File: src/rtl/smi_read_streamer.sv
// Turns one descriptor (base, stride, count) into a run of strided shared-memory reads.
// The words are buffered in a small FIFO and presented as a ready/valid stream.
module smi_read_streamer #(
    parameter int FIFO_DEPTH   = 4,
    parameter int CNT_WIDTH    = 16,
    parameter int ADDR_WIDTH   = 32,
    parameter int STRIDE_WIDTH = 32,
    parameter int DATA_WIDTH   = 32
) (
    input  logic                    clk_i,
    input  logic                    rst_i,
    input  logic                    start_i,
    input  logic [ADDR_WIDTH-1:0]   base_addr_i,
    input  logic [STRIDE_WIDTH-1:0] stride_i,
    input  logic [CNT_WIDTH-1:0]    count_i,
    input  logic                    abort_i,
    output logic                    busy_o,
    output logic                    done_o,
    output logic [DATA_WIDTH-1:0]   stream_data_o,
    output logic                    stream_valid_o,
    output logic                    stream_last_o,
    input  logic                    stream_ready_i,
    output logic                    smi_raddr_we_o,
    output logic [ADDR_WIDTH-1:0]   smi_raddr_o,
    output logic                    smi_raddr_stride_we_o,
    output logic [STRIDE_WIDTH-1:0] smi_raddr_stride_o,
    output logic                    smi_raddr_inc_o,
    input  logic [DATA_WIDTH-1:0]   smi_read_data_i,
    input  logic                    smi_read_data_valid_i,
    output logic                    smi_clear_o,
    output logic [1:0]              dbg_state_o
);
    // Stream handshake: a word moves when stream_valid_o && stream_ready_i on a rising
    // edge; valid never depends on ready, and the head word is stable while valid && !ready.
    localparam int PTR_W = $clog2(FIFO_DEPTH);

    typedef enum logic [1:0] {
        S_IDLE  = 2'd0,
        S_LOAD  = 2'd1,
        S_FETCH = 2'd2,
        S_DRAIN = 2'd3
    } state_t;

    state_t                  r_state;
    state_t                  w_next;
    logic [ADDR_WIDTH-1:0]   r_addr;
    logic [STRIDE_WIDTH-1:0] r_stride;
    logic [CNT_WIDTH-1:0]    r_remaining;
    logic                    r_done;
    logic                    r_clear;
    logic [DATA_WIDTH:0]     r_mem [FIFO_DEPTH];
    logic [PTR_W-1:0]        r_wr_ptr;
    logic [PTR_W-1:0]        r_rd_ptr;
    logic [PTR_W:0]          r_count;

    logic w_full, w_empty, w_abort, w_accept, w_push, w_pop, w_last_word, w_drain_done;
    logic w_we, w_inc;

    assign w_full       = (r_count == (PTR_W+1)'(FIFO_DEPTH));
    assign w_empty      = (r_count == '0);
    assign w_abort      = abort_i && (r_state != S_IDLE);
    assign w_accept     = start_i && !abort_i && (r_state == S_IDLE);
    assign w_push       = (r_state == S_FETCH) && smi_read_data_valid_i && !w_full && !abort_i;
    assign w_pop        = !w_empty && stream_ready_i;
    assign w_last_word  = (r_remaining == CNT_WIDTH'(1));
    // The final pop ends the job in the same cycle, so done_o lands one cycle later.
    assign w_drain_done = (r_state == S_DRAIN) && !abort_i &&
                          (w_empty || ((r_count == (PTR_W+1)'(1)) && w_pop));

    always_comb begin
        w_next = r_state;
        w_we   = 1'b0;
        w_inc  = 1'b0;
        case (r_state)
            S_IDLE: begin
                if (w_accept && (count_i != '0)) w_next = S_LOAD;
            end
            S_LOAD: begin
                w_we   = 1'b1;
                w_next = S_FETCH;
            end
            S_FETCH: begin
                if (w_push) begin
                    if (w_last_word) w_next = S_DRAIN;
                    else             w_inc  = 1'b1;
                end
            end
            S_DRAIN: begin
                if (w_drain_done) w_next = S_IDLE;
            end
            default: w_next = S_IDLE;
        endcase
        if (w_abort) begin
            w_next = S_IDLE;
            w_we   = 1'b0;
            w_inc  = 1'b0;
        end
    end

    always_ff @(posedge clk_i) begin
        if (rst_i) begin
            r_state     <= S_IDLE;
            r_addr      <= '0;
            r_stride    <= '0;
            r_remaining <= '0;
            r_done      <= 1'b0;
            r_clear     <= 1'b0;
            r_wr_ptr    <= '0;
            r_rd_ptr    <= '0;
            r_count     <= '0;
        end else begin
            r_state <= w_next;
            r_done  <= (w_accept && (count_i == '0)) || w_drain_done;
            r_clear <= w_abort;
            if (w_accept && (count_i != '0)) begin
                r_addr      <= base_addr_i;
                r_stride    <= stride_i;
                r_remaining <= count_i;
            end else if (w_abort) begin
                r_remaining <= '0;
            end else if (w_push) begin
                r_remaining <= r_remaining - CNT_WIDTH'(1);
            end
            if (w_abort) begin
                r_wr_ptr <= '0;
                r_rd_ptr <= '0;
                r_count  <= '0;
            end else begin
                if (w_push) r_wr_ptr <= r_wr_ptr + PTR_W'(1);
                if (w_pop)  r_rd_ptr <= r_rd_ptr + PTR_W'(1);
                if (w_push && !w_pop)      r_count <= r_count + (PTR_W+1)'(1);
                else if (!w_push && w_pop) r_count <= r_count - (PTR_W+1)'(1);
            end
        end
    end

    // Storage needs no reset: the head word is masked to zero whenever the FIFO is empty.
    always_ff @(posedge clk_i) begin
        if (w_push) r_mem[r_wr_ptr] <= {w_last_word, smi_read_data_i};
    end

    assign busy_o                = (r_state != S_IDLE);
    assign done_o                = r_done;
    assign stream_valid_o        = !w_empty;
    assign stream_data_o         = w_empty ? '0 : r_mem[r_rd_ptr][DATA_WIDTH-1:0];
    assign stream_last_o         = w_empty ? 1'b0 : r_mem[r_rd_ptr][DATA_WIDTH];
    assign smi_raddr_we_o        = w_we;
    assign smi_raddr_stride_we_o = w_we;
    assign smi_raddr_o           = r_addr;
    assign smi_raddr_stride_o    = r_stride;
    assign smi_raddr_inc_o       = w_inc;
    assign smi_clear_o           = r_clear;
    assign dbg_state_o           = r_state;
endmodule

File: config.mk
export PLATFORM = sky130hd
export DESIGN_NAME = smi_read_streamer
export DESIGN_NICKNAME = d
export VERILOG_FILES = /design/src/rtl/smi_read_streamer.sv
export SDC_FILE = /design/constraint.sdc
export NUM_CORES = 1
export LEC_CHECK = 0
export CAP_MARGIN = 0
export CORE_ASPECT_RATIO = 0.9
export CORE_MARGIN = 2
export CORE_UTILIZATION = 44
export DETAILED_ROUTE_END_ITERATION = 10
export MAX_ROUTING_LAYER = met4
export PLACE_DENSITY = 0.76
export SYNTH_ARGS = -nofsm -noshare
export SYNTH_HDL_FRONTEND = slang
export SYNTH_SLANG_ARGS = --single-unit
File: constraint.sdc
create_clock -name clk_i -period 2.2 [get_ports clk_i]
set_input_delay 0.22 -clock clk_i [delete_from_list [all_inputs] [get_ports clk_i]]
set_output_delay 0.22 -clock clk_i [all_outputs]
set_load 0.01 [all_outputs]
==> impl_metrics.ini <==
[sta]
relSlewSlack_pct = 63.7
fin_crit_ns = 2.46
fin_crit_sh_pct = 112
tightest_slew_ns = 0.544
setup_viol = 18
skew_ns = 0.0129
final_hold_viol_count = 0
slew_violations = 0
setup_ws_ns = -0.259
fmax_mhz = 407
rsz0062_at_grt = true
holdWs_ns = 0.126

[clocking]
clock_latency_ns = 0.52
holdBufCountCts = 0
clkTransAtPathRegs_ns = 0.06
htree_levels = 1
cts_buffers = 24
cts.sinks = 225
cts_tree = done
clk_path_buf_depth = 3
clock-root-buffer = clkbuf_16

[logic_synthesis]
synth_cell_types = 50
synth_top_cell_by_area = edfxtp_1
synthArstFlopShare_pct = 0
synth_area_per_cell_sq_um = 12.5
syn_area_sq_um = 9000
synth.area.top_cells = edfxtp_1 (44%), dfxtp_1 (21%), mux4_2 (8.3%), nand2_1 (6.0%), a21oi_1 (4.3%)
ys_seq_area_share_pct = 64.7
synth_top_area_share_pct = 44.0
ys_ff_latch = 225
syn_nets = 853
postSynthCellCount = 719
ys.flop_type = edfxtp_1
synth_edf_count = 132
yosys_warnings = 0

[critical_path]
cpPeakStageDelay_ns = 0.54
crit_top_cell = or4_4
critPathLaunchType = register
cp.required_ns = 2.63
endpoint_kind = register
crit_arrival_ns = 2.89
path_max_fanout = 3
path_cells = or4_4 > or4_4 > or4_4 > a221oi_4 > mux2i_1
critPathSlowestCell = or4_4
worstSetupPathType = register to register

[worst_hold_path]
hold_class = input port to register

[die]
ios = 224
initial_core_util_pct = 44.9
die_w_um = 155
rows = 49
die_h_um = 140
coreArea_sq_um = 20000
die-area_sq_um = 21600

[run_status]
violations = setup timing
status = complete, but fails checks

[detailed_routing]
post_drt_wl_per_cell_um = 18.0
route.detailed.drc = 0
dr.pass1.iters = 5
viasPerCell = 5.21
wl_um = 22900
detailroute.via_count = 6628
ant_nets = 0
drt-initial-drc-count = 349

[grt]
grt_use_total_pct = 21.5
grt_first_pass_wirelength_um = 35700
grt_overflow = 0
grt_max_degree = 53
grt_pass1_vias = 6818
antenna_found_initial = 0

[pwr]
p_total_w = 0.0147
power.density_nw_per_um2 = 1130
ir_drop_mv = 0.621
p_leak_nw = 4.68

[finish]
area_growth_pct = 44.2
layout.nets = 1134
drive_gt1_share_pct = 21.2
antenna_cells = 0
n_fill_cell = 1499
fin_area_sq_um = 13000

[placement]
hpwl_um = 14700
place_area_sq_um = 11900
numPortBuffers = 223
gp_congestion = 0.880

[flow_run]
cap_violations = 0
worst max-delay path, delay by kind of cell (launching register included):
kind	cells	cell delay, ns
AOI/OAI and AO/OA	1	0.29
muxes	1	0.24
and+or+nand+nor	3	1.53
DFF	1	0.32
through the flow:
stage	setup WS [ns]	TNS, ns	std cells	util [%]
global route	-0.330	-2.66	1273	64.7
floorplan	-0.182	-0.382	719	-
finish	-0.259	-1.15	1273	64.7
detailed placement	-0.232	-1.35	1211	59.5
global placement	-0.147	-0.807	1211	59.5
CTS	-0.255	-2.13	1268	64.2
layout by cell type, fill, tap and decap left out, drive strengths merged, types with 2 or more instances in the layout:
cell type and n:
xor2 5, dfxtp 93, o21ai 2, nand4 7, a22oi 6, nor2 33, and3 5, clkinv 5
a211oi 5, nor2b 4, nor4 13, clkbuf 38, o211ai 2, nand2 144, a21o 3, mux4 33
and2 33, or4 6, buf 103, a21oi 77, mux2i 3, dlygate4sd2 2, inv 12, and4 3
clkdlybuf4s15 4, or3 2, ha 16, bufinv 2, o221ai 3, xnor2 3, nor3 7, nand3 9
edfxtp 132, a221oi 3, clkdlybuf4s50 185
where the power goes:
group          switching (W)  internal [W]
clock                0.00158       0.00240
combinational        0.00259       0.00310
sequential          0.000253       0.00479
total                0.00442        0.0103
sequential cells by signal, summed over array words and instances, names as in the netlist, named ones only:
register            cells
dbg_state_o             2
done_o                  1
r_count                 3
r_mem                 132
r_rd_ptr                2
r_remaining            16
r_wr_ptr                2
smi_clear_o             1
smi_raddr_o            32
smi_raddr_stride_o     32
what timing repair did:
| action | CTS | global route |
|---|---|---|
| pin swaps | 13 | 4 |
| setup buffers | 10 | 8 |
| setup endpoints to repair | 41 | 26 |
| gates resized for setup | 169 | 28 |
| gates cloned | 3 | 1 |
cells by family (layout without fill, tap and decap cells):
kind of cell	count (synthesis)	count (layout)	synth area share, %
compound gates	108	108	7.13
buf+inv	53	352	2.25
simple gates	273	273	14.3
mux	36	36	8.59
fa+ha+maj	16	16	2.22
flops	225	225	64.7
xor+xnor	8	8	0.779
worst paths after layout:
kind,startpoint,to,slack [ns],depth (start not counted)
setup / recovery,r_remaining[6]$_SDFFE_PP0P_,dbg_state_o[0]$_SDFFE_PP0P_,-0.26,5
hold / removal,rst_i,done_o$_SDFF_PP0_,0.13,2
setup reg to reg,r_remaining[6]$_SDFFE_PP0P_,dbg_state_o[0]$_SDFFE_PP0P_,-0.26,5
hold reg to reg,smi_raddr_stride_o[27]$_SDFFE_PP0P_,smi_raddr_stride_o[27]$_SDFFE_PP0P_,0.45,2
metal layers:
layer | share of wire, % | routed length (um) | global-route usage, %
met2 | 49 | 11100 | 35.4
met5 | 0 | 0 | -
met3 | 8.7 | 1980 | 5.95
met4 | 1.4 | 312 | 4.29
met1 | 41 | 9470 | 27.1
synth_stat cells (all sizes together), types with 9 or more instances:
| library cell | instances |
|---|---|
| ha | 16 |
| a21oi | 77 |
| dfxtp | 93 |
| nor4 | 13 |
| nor2 | 33 |
| nand3 | 9 |
| mux4 | 33 |
| inv | 11 |
| clkbuf | 36 |
| edfxtp | 132 |
| nand2 | 144 |
| and2 | 33 |
area by class of cell:
cell class              instances  area, sq um  area share [%]
clock inverters                 7         97.6           0.752
well taps                     255          319            2.46
flip-flops and latches        225         5830            44.9
multi-input cells             441         3080            23.7
clock buffers                  37          689            5.31
inverters                      12         46.3           0.357
repair buffers                296         2920            22.5
Power figures use the tool's default switching activity.
